<file path="src/rtl/ncl_mult3_sync_drv.sv">
// ncl_mult3_sync_drv
// Connects clocked logic to the dual-rail 3x3 NCL multiplier.
// Single-rail operands arrive on a valid/ready interface. They are driven to the
// multiplier as DATA/NULL wavefronts under the Ki/Ko four-phase handshake. The
// dual-rail product is checked for completion, decoded, and returned on a
// valid/ready interface. Only one transaction is in flight at a time.
//
// Ports:
//   clk, rst              clock; synchronous active-high reset
//   in_valid/in_ready     operand handshake; in_a, in_b are 3-bit unsigned
//   out_valid/out_ready   product handshake; out_p is the 6-bit product
//   a_rail1/0, b_rail1/0  dual-rail operand rails to the multiplier
//   ki                    request to the multiplier (1 = DATA, 0 = NULL)
//   ko, p_rail1/0         asynchronous acknowledge and product rails
//   err_illegal           sticky: a product bit was seen with both rails high
//   busy                  FSM is not in IDLE
//   err_timeout           (NCL_DRV_TIMEOUT_EN only) sticky phase watchdog flag
//
// Build option: define NCL_DRV_TIMEOUT_EN to add the per-phase watchdog
// (TIMEOUT_CYCLES) and the err_timeout port.

module ncl_mult3_sync_drv #(
  parameter int unsigned SYNC_STAGES = 2
`ifdef NCL_DRV_TIMEOUT_EN
  , parameter int unsigned TIMEOUT_CYCLES = 1023
`endif
) (
  input  logic       clk,
  input  logic       rst,
  input  logic       in_valid,
  output logic       in_ready,
  input  logic [2:0] in_a,
  input  logic [2:0] in_b,
  output logic       out_valid,
  input  logic       out_ready,
  output logic [5:0] out_p,
  output logic [2:0] a_rail1,
  output logic [2:0] a_rail0,
  output logic [2:0] b_rail1,
  output logic [2:0] b_rail0,
  output logic       ki,
  input  logic       ko,
  input  logic [5:0] p_rail1,
  input  logic [5:0] p_rail0,
  output logic       err_illegal,
  output logic       busy
`ifdef NCL_DRV_TIMEOUT_EN
  , output logic     err_timeout
`endif
);

  typedef enum logic [2:0] {
    FLUSH,
    IDLE,
    DATA,
    NULLW,
    RESULT
  } state_t;

  state_t state, state_n;

  // Synchronizers for the asynchronous multiplier outputs
  logic [SYNC_STAGES-1:0] ko_sync;
  logic [5:0]             pr1_sync [SYNC_STAGES];
  logic [5:0]             pr0_sync [SYNC_STAGES];

  always_ff @(posedge clk) begin
    if (rst) begin
      ko_sync <= '0;
      for (int unsigned i = 0; i < SYNC_STAGES; i++) begin
        pr1_sync[i] <= '0;
        pr0_sync[i] <= '0;
      end
    end else begin
      ko_sync     <= {ko_sync[SYNC_STAGES-2:0], ko};
      pr1_sync[0] <= p_rail1;
      pr0_sync[0] <= p_rail0;
      for (int unsigned i = 1; i < SYNC_STAGES; i++) begin
        pr1_sync[i] <= pr1_sync[i-1];
        pr0_sync[i] <= pr0_sync[i-1];
      end
    end
  end

  logic       ko_s;
  logic [5:0] pr1_s, pr0_s;
  logic       p_complete, p_null, p_illegal;

  assign ko_s  = ko_sync[SYNC_STAGES-1];
  assign pr1_s = pr1_sync[SYNC_STAGES-1];
  assign pr0_s = pr0_sync[SYNC_STAGES-1];

  // A bit with both rails high yields XOR=0, so it never counts as complete.
  assign p_complete = &(pr1_s ^ pr0_s);
  assign p_null     = ~|(pr1_s | pr0_s);
  assign p_illegal  = |(pr1_s & pr0_s);

  // Next values for every registered output
  logic [2:0] a_rail1_n, a_rail0_n, b_rail1_n, b_rail0_n;
  logic       ki_n, in_ready_n, out_valid_n, err_illegal_n, busy_n;
  logic [5:0] out_p_n;

`ifdef NCL_DRV_TIMEOUT_EN
  localparam int unsigned CW = (TIMEOUT_CYCLES < 2) ? 1 : $clog2(TIMEOUT_CYCLES + 1);
  logic [CW-1:0] phase_cnt, phase_cnt_n;
  logic          err_timeout_n;
  logic          counting;
  logic          timeout_hit;
`endif

  always_comb begin
    state_n       = state;
    a_rail1_n     = a_rail1;
    a_rail0_n     = a_rail0;
    b_rail1_n     = b_rail1;
    b_rail0_n     = b_rail0;
    ki_n          = ki;
    in_ready_n    = in_ready;
    out_valid_n   = out_valid;
    out_p_n       = out_p;
    err_illegal_n = err_illegal | p_illegal;

    case (state)
      FLUSH: begin
        a_rail1_n  = '0;
        a_rail0_n  = '0;
        b_rail1_n  = '0;
        b_rail0_n  = '0;
        ki_n       = 1'b0;
        in_ready_n = 1'b0;
        if (p_null && ko_s) begin
          state_n    = IDLE;
          ki_n       = 1'b1;
          in_ready_n = 1'b1;
        end
      end
      IDLE: begin
        a_rail1_n  = '0;
        a_rail0_n  = '0;
        b_rail1_n  = '0;
        b_rail0_n  = '0;
        ki_n       = 1'b1;
        in_ready_n = 1'b1;
        if (in_valid && in_ready) begin
          a_rail1_n  = in_a;
          a_rail0_n  = ~in_a;
          b_rail1_n  = in_b;
          b_rail0_n  = ~in_b;
          in_ready_n = 1'b0;
          state_n    = DATA;
        end
      end
      DATA: begin
        ki_n = 1'b1;
        if (p_complete && !ko_s) begin
          out_p_n   = pr1_s;
          a_rail1_n = '0;
          a_rail0_n = '0;
          b_rail1_n = '0;
          b_rail0_n = '0;
          ki_n      = 1'b0;
          state_n   = NULLW;
        end
      end
      NULLW: begin
        ki_n = 1'b0;
        if (p_null && ko_s) begin
          ki_n        = 1'b1;
          out_valid_n = 1'b1;
          state_n     = RESULT;
        end
      end
      RESULT: begin
        in_ready_n = 1'b0;
        if (out_valid && out_ready) begin
          out_valid_n = 1'b0;
          in_ready_n  = 1'b1;
          state_n     = IDLE;
        end
      end
      default: begin
        a_rail1_n   = '0;
        a_rail0_n   = '0;
        b_rail1_n   = '0;
        b_rail0_n   = '0;
        ki_n        = 1'b0;
        in_ready_n  = 1'b0;
        out_valid_n = 1'b0;
        state_n     = FLUSH;
      end
    endcase

`ifdef NCL_DRV_TIMEOUT_EN
    // The watchdog only fires while the FSM is stuck: a phase that completes on
    // the same cycle the limit is reached takes normal progress instead.
    err_timeout_n = err_timeout;
    counting      = (state == FLUSH) || (state == DATA) || (state == NULLW);
    timeout_hit   = counting && (state_n == state) &&
                    (phase_cnt == CW'(TIMEOUT_CYCLES - 1));
    if (timeout_hit) begin
      a_rail1_n     = '0;
      a_rail0_n     = '0;
      b_rail1_n     = '0;
      b_rail0_n     = '0;
      ki_n          = 1'b0;
      in_ready_n    = 1'b0;
      out_valid_n   = 1'b0;
      err_timeout_n = 1'b1;
      state_n       = FLUSH;
    end
    if (timeout_hit || (state_n != state)) begin
      phase_cnt_n = '0;
    end else if (counting) begin
      phase_cnt_n = phase_cnt + 1'b1;
    end else begin
      phase_cnt_n = phase_cnt;
    end
`endif

    busy_n = (state_n != IDLE);
  end

  always_ff @(posedge clk) begin
    if (rst) begin
      state       <= FLUSH;
      a_rail1     <= '0;
      a_rail0     <= '0;
      b_rail1     <= '0;
      b_rail0     <= '0;
      ki          <= 1'b0;
      in_ready    <= 1'b0;
      out_valid   <= 1'b0;
      out_p       <= '0;
      err_illegal <= 1'b0;
      busy        <= 1'b1;
    end else begin
      state       <= state_n;
      a_rail1     <= a_rail1_n;
      a_rail0     <= a_rail0_n;
      b_rail1     <= b_rail1_n;
      b_rail0     <= b_rail0_n;
      ki          <= ki_n;
      in_ready    <= in_ready_n;
      out_valid   <= out_valid_n;
      out_p       <= out_p_n;
      err_illegal <= err_illegal_n;
      busy        <= busy_n;
    end
  end

`ifdef NCL_DRV_TIMEOUT_EN
  always_ff @(posedge clk) begin
    if (rst) begin
      phase_cnt   <= '0;
      err_timeout <= 1'b0;
    end else begin
      phase_cnt   <= phase_cnt_n;
      err_timeout <= err_timeout_n;
    end
  end
`endif

endmodule
</file>
<file path="config.mk">
export PLATFORM = sky130hd
export DESIGN_NAME = ncl_mult3_sync_drv
export DESIGN_NICKNAME = d
export VERILOG_FILES = /design/src/rtl/ncl_mult3_sync_drv.sv
export SDC_FILE = /design/constraint.sdc
export NUM_CORES = 1
export LEC_CHECK = 0
export ABC_AREA = 1
export BUFFER_PORTS_ARGS = -buffer_cell sky130_fd_sc_hd__buf_2
export CAP_MARGIN = 0
export CORE_MARGIN = 3
export CORE_UTILIZATION = 33
export CTS_BUF_LIST = sky130_fd_sc_hd__clkbuf_4 sky130_fd_sc_hd__clkbuf_8
export DETAILED_ROUTE_END_ITERATION = 16
export PLACE_DENSITY_LB_ADDON = 0.1
export SKIP_CTS_REPAIR_TIMING = 1
export SLEW_MARGIN = 40
export SYNTH_ARGS = -nofsm -noshare
export SYNTH_HDL_FRONTEND = slang
export SYNTH_SLANG_ARGS = --single-unit
</file>
<file path="constraint.sdc">
create_clock -name clk -period 3.5 [get_ports clk]
set_clock_uncertainty 0.2 [all_clocks]
set_input_delay 0.525 -clock clk [delete_from_list [all_inputs] [get_ports clk]]
set_output_delay 0.525 -clock clk [all_outputs]
set_load 0.1 [all_outputs]
</file>
==> qor.yml <==
outcome:
  status: "finished, final reports clean"
floorplan:
  core-area_sq_um: 6100
  rows: 28
  ios: 46
  initial_core_util_pct: 35.0
  die_area_sq_um: 7460
  die_width_um: 86.4
  die_h_um: 86.4
flow_run:
  drv_cap: 0
clock_tree:
  htreeDepth: 2
  clock-sinks: 52
  clk_path_buf_depth: 2
  clk_pin_slew_ps: 100
  numCtsBuffers: 5
  clk-insertion-delay-late_ps: 300
  cts-root-buf: "clkbuf_8"
  cts_tree: "done"
global_routing:
  antenna_found_initial: 0
  grt_pass1_wl_um: 6580
  grt_pass1_vias: 1517
  grt_usage_pct: 11.1
  grt_max_degree: 33
  grt-ovfl-total: 0
setup_path:
  cp_data_required_time_ps: 2770
  reg2reg_setup_slack_ps: 1800
  cp_slowest_cell: "buf_2"
  critPathKind: "reg -> out"
  path_delay_family: "buffers and inverters"
  ff2ff_path_depth: 9
  startpoint_type: "register"
  r2r-end: "b_rail1[2]"
  crit_chain: "buf_2"
  crit_path_max_fanout: 2
  endpoint: "a_rail1[1]"
  path_depth: 1
  startpoint: "a_rail1[1]"
  critPathCaptureType: "primary output"
  cpPeakStageDelay_ps: 430
  worstPathArrival_ps: 1100
  reg2reg_from: "pr1_sync[0][7]"
  worst-path-buf-inv: 1
cells_and_area:
  final_common_cell: "inv_1"
  fin_nets: 349
  final_cell_mix: "53 x inv_1, 52 x dfxtp_1, 49 x nor2_1"
  final_cell_area_sq_um: 2500
  areaGrowthSynthToFinish_pct: 17.3
  antennaDiodeCount: 0
  fill_cells: 660
  drive_gt1_share_pct: 27.6
timing:
  finalHoldViolations: 0
  rsz0062_at_grt: "false"
  fmax_mhz: 548
  fin_crit_ps: 1830
  finalSetupTns_ps: 0
  finalMaxSlewViolations: 0
  maxSlewHeadroom_pct: 64.5
  fin_crit_sh_pct: 52.1
  tightestPinTransition_ps: 533
  setup_viol_count_final: 0
logic_synthesis:
  synth_area_per_cell_sq_um: 7.96
  synth_seq_area_share_pct: 48.8
  synth_nets: 303
  synth_seq_cells: 52
  mappedNetlistArea_sq_um: 2130
  yosys_warnings: 0
  synth_cell_types: 22
  syn_inst: 268
drt:
  drc: 0
  drt-vias-per-instance: 4.08
  num_vias: 1592
  routedWlPerCell_um: 9.69
  first_iter_violations: 58
  ant_nets: 0
  drt_first_pass_iters: 4
  wirelength_um: 3780
placement:
  io_buffers: 45
  placedInstanceArea_sq_um: 2410
  gp_congestion: 0.782
  dpl.hpwl_um: 2790
hold_path:
  hold_path.class: "reg -> reg"
power:
  p_per_area_nw_per_um2: 412
  power_leakage_nw: 1.22
  ir_worst_vdd_mv: 0.242
[state kept, by name, summed over array words and instances (netlist names)]
register and cells:
pr0_sync 12, pr1_sync 12, out_p 6, a_rail0 3, a_rail1 3, b_rail0 3
b_rail1 3, state 3, ko_sync 2, busy 1, err_illegal 1, in_ready 1
ki 1, out_valid 1
[worst min path at each step]
| stage | from | end | slack (ps) | cells after the start |
|---|---|---|---|---|
| 5_1_grt | pr0_sync[0][4] | pr0_sync[0][10] | 210 | 2 |
| 3_3_place_gp | pr1_sync[0][0] | pr1_sync[0][6] | 190 | 2 |
| 3_5_place_dp | pr1_sync[0][5] | pr1_sync[0][11] | 190 | 2 |
| 2_1_floorplan | ko_sync[0] | ko_sync[1] | 190 | 2 |
| 4_1_cts | pr0_sync[0][4] | pr0_sync[0][10] | 210 | 2 |
| 6_report | pr1_sync[0][2] | pr1_sync[0][8] | 210 | 2 |
[cell families after synthesis]
kind of cell | after synthesis | synth area share [%]
flops | 52 | 48.8
buf+inv | 64 | 12.4
compound gates | 22 | 6.92
simple gates | 118 | 24.8
fa+ha+maj | 12 | 7.04
[cells in the mapped netlist]
| library cell | number | area [sq um] |
|---|---|---|
| inv_2 | 3 | 11.3 |
| clkbuf_1 | 5 | 18.8 |
| inv_1 | 53 | 199 |
| dfxtp_1 | 52 | 1040 |
| nand2_1 | 40 | 150 |
| buf_6 | 1 | 11.3 |
| nand3_1 | 6 | 30.0 |
| nor2_1 | 49 | 184 |
| nand2_4 | 1 | 11.3 |
| nand3_2 | 2 | 20.0 |
| nor4_1 | 1 | 6.26 |
| nor2_2 | 3 | 18.8 |
| a21oi_2 | 10 | 87.6 |
| buf_12 | 1 | 20.0 |
| nand2_2 | 11 | 68.8 |
| clkinv_2 | 1 | 5.00 |
| nand4_1 | 1 | 6.26 |
| nor3_1 | 2 | 10.0 |
| o21ai_0 | 8 | 40.0 |
| ha_1 | 12 | 150 |
| nor2_4 | 2 | 22.5 |
| a21oi_1 | 4 | 20.0 |
[metal layers]
layer  GRT usage (%)  part of all wire, %  vias up
met2            17.3                   44       33
li1                -                    -      878
met4            3.68                 0.82        0
met5               0                    0        -
met1            14.6                   50      677
met3            3.33                  5.6        4
[report_power, final]
group | internal (mW) | switching (mW)
Combinational | 0.0242 | 0.0454
Clock | 0.150 | 0.196
Sequential | 0.607 | 0.00759
Total | 0.782 | 0.249
[final cells by class]
cell class                      count  area, sq um  share of cell area [%]
Inverter                           57          215                    8.60
Clock buffer                        6         76.3                    3.05
Timing Repair Buffer               46          233                    9.30
Tap cell                           75         93.8                    3.75
Multi-Input combinational cell    152          826                    33.0
Sequential cell                    52         1040                    41.6
Clock inverter                      2         16.3                   0.650
[through the flow]
stage               util [%]  power, mW  hold slack (ps)  worst slack (ps)  cells
floorplan                  -      0.675              188              1580    268
CTS                     41.0       1.05              205              1650    390
detailed placement      39.5      0.700              195              1790    382
finish                  41.0       1.03              206              1680    390
global route            41.0       1.08              207              1610    390
global placement        39.5      0.699              192              1790    382
Power figures use the tool's default switching activity.
